===== config.mk =====
export PLATFORM = sky130hd
export DESIGN_NAME = clock_ctrl
export DESIGN_NICKNAME = d
export VERILOG_FILES = /design/src/rtl/clock_ctrl.sv
export SDC_FILE = /design/constraint.sdc
export NUM_CORES = 1
export LEC_CHECK = 0
export BUFFER_PORTS_ARGS = -buffer_cell sky130_fd_sc_hd__buf_2
export CORE_MARGIN = 2
export CORE_UTILIZATION = 55
export DETAILED_ROUTE_END_ITERATION = 12
export PLACE_DENSITY_LB_ADDON = 0.15
export SLEW_MARGIN = 20
export SYNTH_ARGS = -nofsm -noshare
export SYNTH_HDL_FRONTEND = slang
export SYNTH_SLANG_ARGS = --single-unit

===== constraint.sdc =====
create_clock -name clk -period 7.4 [get_ports clk]
set_input_delay 1.48 -clock clk [delete_from_list [all_inputs] [get_ports clk]]
set_output_delay 1.48 -clock clk [all_outputs]
set_load 0.03 [all_outputs]

===== src/rtl/clock_ctrl.sv =====
// Run/stop/set sequencer for the mm:ss BCD clock: 1 Hz time base, button edge
// detection, BCD minute/second registers and blink qualifiers for the edited field.
module clock_ctrl #(
  parameter int TICK_DIV  = 50000000,
  parameter int BLINK_DIV = 25000000
) (
  input  logic       clk,
  input  logic       reset,
  input  logic       btn_mode,
  input  logic       btn_inc,
  output logic [7:0] sec,
  output logic [7:0] min,
  output logic [1:0] state,
  output logic       running,
  output logic       sec_tick,
  output logic       blank_min,
  output logic       blank_sec
);

  localparam logic [1:0] ST_RUN     = 2'b00;
  localparam logic [1:0] ST_STOP    = 2'b01;
  localparam logic [1:0] ST_SET_MIN = 2'b10;
  localparam logic [1:0] ST_SET_SEC = 2'b11;

  localparam int PW = (TICK_DIV > 1) ? $clog2(TICK_DIV) : 1;
  localparam int BW = (BLINK_DIV > 1) ? $clog2(BLINK_DIV) : 1;
  localparam logic [PW-1:0] TICK_LAST  = PW'(TICK_DIV - 1);
  localparam logic [BW-1:0] BLINK_LAST = BW'(BLINK_DIV - 1);

  logic [PW-1:0] prescaler;
  logic [BW-1:0] blink_cnt;
  logic          blink_phase;
  logic          mode_q;
  logic          inc_q;
  logic          mode_rise;
  logic          inc_rise;
  logic          tick;
  logic [8:0]    sec_next;
  logic [8:0]    min_next;

  // Returns {carry, next} for a packed-BCD value counting 00..59.
  function automatic logic [8:0] bcd_inc60(input logic [7:0] v);
    logic [8:0] r;
    if (v == 8'h59)
      r = 9'h100;
    else if (v[3:0] == 4'd9)
      r = {1'b0, v[7:4] + 4'd1, 4'd0};
    else
      r = {1'b0, v[7:4], v[3:0] + 4'd1};
    return r;
  endfunction

  assign mode_rise = btn_mode & ~mode_q;
  assign inc_rise  = btn_inc & ~inc_q;
  assign tick      = (state == ST_RUN) && (prescaler == TICK_LAST);
  assign sec_next  = bcd_inc60(sec);
  assign min_next  = bcd_inc60(min);

  assign running   = (state == ST_RUN);
  assign blank_min = (state == ST_SET_MIN) & blink_phase;
  assign blank_sec = (state == ST_SET_SEC) & blink_phase;

  always_ff @(posedge clk or posedge reset) begin
    if (reset) begin
      state       <= ST_RUN;
      sec         <= 8'h00;
      min         <= 8'h00;
      prescaler   <= '0;
      blink_cnt   <= '0;
      blink_phase <= 1'b0;
      mode_q      <= 1'b0;
      inc_q       <= 1'b0;
      sec_tick    <= 1'b0;
    end else begin
      mode_q   <= btn_mode;
      inc_q    <= btn_inc;
      sec_tick <= tick;

      if (blink_cnt == BLINK_LAST) begin
        blink_cnt   <= '0;
        blink_phase <= ~blink_phase;
      end else begin
        blink_cnt <= blink_cnt + BW'(1);
      end

      // Holding the prescaler at zero outside RUN makes the first second after a restart full length.
      if (state == ST_RUN)
        prescaler <= tick ? '0 : prescaler + PW'(1);
      else
        prescaler <= '0;

      // The encoding is ordered so the mode cycle RUN->STOP->SET_MIN->SET_SEC->RUN is a 2-bit increment.
      if (mode_rise)
        state <= state + 2'd1;

      if (tick) begin
        sec <= sec_next[7:0];
        if (sec_next[8])
          min <= min_next[7:0];
      end else if (inc_rise && !mode_rise) begin
        case (state)
          ST_STOP: begin
            sec <= 8'h00;
            min <= 8'h00;
          end
          ST_SET_MIN: min <= min_next[7:0];
          ST_SET_SEC: sec <= sec_next[7:0];
          default: ;
        endcase
      end
    end
  end

endmodule


==> summary.md <==
| Metric | Value |
|---|---|
| Outcome | `finished, final reports clean` |
| Count of TritonRoute iterations in the first routing pass | `4` |
| Largest net degree at the start of global routing | `74` |
| Worst slack, placed | `4.42 ns` |
| Worst Hold Class | `flop to flop` |
| RSZ-0062 raised after global routing | `false` |
| Min cycle time layout | `2.92 ns` |
| Post-route DRC violation count | `0` |
| Final WL | `7100 µm` |
| Pwr per Cell Area | `232 nW/µm²` |
| CORE AREA | `6760 µm²` |
| Count leader, synth | `dfrtp_1` |
| I/O pins | `26` |
| Synth top cells by count | `dfrtp_1 (73), nor2_1 (46), xnor2_1 (28)` |
| Synthesized Nets | `399` |
| Worst EP arrival | `1.44 ns` |
| Layout area overhead | `11.4%` |
| Routing usage on met2 | `31.7%` |
| Die W | `87.3 µm` |
| Startpoint Class | `flop` |
| Total vias in the final route | `2834` |
| GP Congestion | `0.805` |
| Met1 GRT Util | `27.6%` |
| Flop pwr share | `45.2%` |
| Achievable Freq | `343 MHz` |
| Worst Tran Pin Value | `0.924 ns` |
| Root Buffer | `clkbuf_8` |
| Overall Global Routing Usage | `20.2%` |
| Req. time, crit path | `5.92 ns` |
| Syn Area/Cell | `10.0 µm²` |
| Yosys top cell by area | `dfrtp_1` |
| Yosys warns | `0` |
| H-Tree Level Count | `3` |
| Die area | `7630 µm²` |
| ANT nets after route | `0` |
| DP HPWL | `4780 µm` |
| Num rows | `30` |
| Layout net count | `430` |
| Clock Sink Count | `73` |
| Sw Share | `30.9%` |
| Wire length per cell | `14.3 µm` |
| Vias/cell | `5.71` |
| Clock share of power | `35.8%` |
| Gate count of the mapped netlist | `381` |
| Combinational power share | `19.1%` |
| TritonCTS clock tree | `yes` |
| # hold bufs at CTS | `0` |
| Max_cap viols | `0` |
| Internal | `684 µW` |
| CP max FO | `4` |
| Ys flop type | `dfrtp_1` |
| First-pass GRT wire length | `12100 µm` |
| Initial antenna violation count | `0` |
| Critical Path End Type | `primary output` |
| Post-cts sizing count | `0` |
| Critical Path Source | `state[0]` |
| Hold Fails Final Rpt | `0` |
| Initial DRC Count | `139` |
| Worst reg2reg path endpoint | `min[3]` |
| Top cell type's share of synthesized area | `47.8%` |
| Setup Buffers After CTS | `0` |
| Slew HR | `37.9%` |
| Tcrit/Tclk final | `39.4%` |
| Port Buffers | `25` |
| Share of cells above drive strength 1 | `13.0%` |
| Reg-to-reg slack, setup | `5.11 ns` |
| Pins Over Slew Limit | `0` |
| Clock buffer depth | `2` |
| Synth top area cells | `dfrtp_1 (48%), xnor2_1 (6.4%), ha_1 (4.6%), nor2_1 (4.5%), xor2_1 (3.4%)` |
| Critical path endpoint | `blank_min` |
| Worst IR Drop VDD | `0.128 mV` |
| R2R Path Start | `state[0]` |
| Final setup vio count | `0` |
| Sequential fraction of the synthesis area | `47.8%` |
| Yosys reg bits | `73` |
| Synth cell types | `51` |
| Synth Cell Area | `3820 µm²` |
| Clock latency on the worst-skew pair | `0.35 ns` |
| Post-synth EDFFs | `0` |
| NetSw | `305 µW` |
| Vias in the first global route | `2702` |
| Post-synth ARST share | `100%` |
| R2R cell count | `7` |
| Met3 Usage GRT | `4.36%` |
| Total CTS buffers | `9` |
| Final worst setup slack | `4.48 ns` |
| Worst Skew | `0.0107 ns` |
| Die Y | `87.3 µm` |
| Antenna diodes | `0` |
| LEAKAGE | `1.94 nW` |
| Congestion Overflow GR | `0` |
| Most used routing layer | `met2` |
| Setup CP Type | `flop to primary output` |
| Reg clk slew, reported paths | `0.07 ns` |
| Initial core utilization | `56.5%` |
| Setup TNS | `0 ns` |
## sequential cells by signal, indices dropped and copies added, names as in the netlist
register / count
state: 2
sec: 8
sec_tick: 1
mode_q: 1
blink_phase: 1
min: 8
blink_cnt: 25
prescaler: 26
inc_q: 1
## layout make-up
| class | count | area (µm²) |
|---|---|---|
| fillers | 565 | 2500 |
| multi-input cells | 285 | 1900 |
| flip-flops and latches | 73 | 1830 |
| clock buffers | 11 | 151 |
| repair buffers | 27 | 140 |
| well taps | 80 | 100 |
| clock inverters | 4 | 76.3 |
| inverters | 16 | 60.1 |
## worst max-delay path, cell delays in order, from the launching register on
cell     delay (ns)
dfrtp_1        0.42
inv_1          0.13
ha_1           0.22
and2_1         0.13
buf_2          0.19
## worst min-delay path by stage
stage | startpoint | depth (start not counted) | end | slack, ns
floorplan | blink_cnt[0] | 1 | blink_cnt[0] | 0.42
global placement | prescaler[0] | 1 | prescaler[0] | 0.45
detailed placement | prescaler[0] | 1 | prescaler[0] | 0.45
CTS | prescaler[0] | 1 | prescaler[0] | 0.46
global route | blink_cnt[0] | 1 | blink_cnt[0] | 0.49
finish | prescaler[0] | 1 | prescaler[0] | 0.45
## cells in the final DEF (no fill, tap or decap), drive strengths merged, types with 5 or more instances in the layout
master,netlist,routed
buf,4,27
or3,8,8
nand4,13,13
o21ai,19,19
nand2,25,25
and3,5,5
nand3,25,25
clkbuf,3,11
xor2,15,15
dfrtp,73,73
nor4,7,7
nand2b,5,5
and2,8,8
a21oi,7,7
xnor2,28,28
and4,8,8
nor2,46,46
ha,14,14
inv,16,16
nor3,14,14
## through the flow
stage | std cells | instance area (µm²) | util [%] | hold slack [ns] | power [mW]
after CTS | 496 | 4250 | 63.0 | 0.456 | 0.996
after detailed placement | 481 | 4030 | 59.6 | 0.447 | 0.642
after floorplan | 381 | 3820 | - | 0.424 | 0.585
after global placement | 481 | 4030 | 59.6 | 0.446 | 0.641
after global routing | 496 | 4250 | 63.0 | 0.489 | 1.04
final | 496 | 4250 | 63.0 | 0.452 | 0.989
## power by group through the flow
stage | registers (mW) | clock network (mW) | logic, mW
2_1_floorplan | 0.482 | 0 | 0.104
4_1_cts | 0.446 | 0.360 | 0.189
6_report | 0.447 | 0.354 | 0.189
3_5_place_dp | 0.454 | 0 | 0.188
3_3_place_gp | 0.454 | 0 | 0.187
5_1_grt | 0.451 | 0.376 | 0.211
## layer usage
layer | share of wire [%] | up-vias | wire [µm]
met3 | 3.0 | 6 | 215
met4 | 1.3 | 0 | 92
met5 | 0 | - | 0
li1 | - | 1400 | -
met1 | 50 | 1385 | 3520
met2 | 46 | 43 | 3270
## logic make-up after synthesis
kind of cell             synth area share [%]
XOR/XNOR                                 9.86
AND/OR/NAND/NOR                          26.7
AO/OA/AOI/OAI                            7.80
adder cells (fa/ha/maj)                  4.59
buffers and inverters                    2.46
flip-flops                               47.8
multiplexers                            0.786
Power figures use the tool's default switching activity.
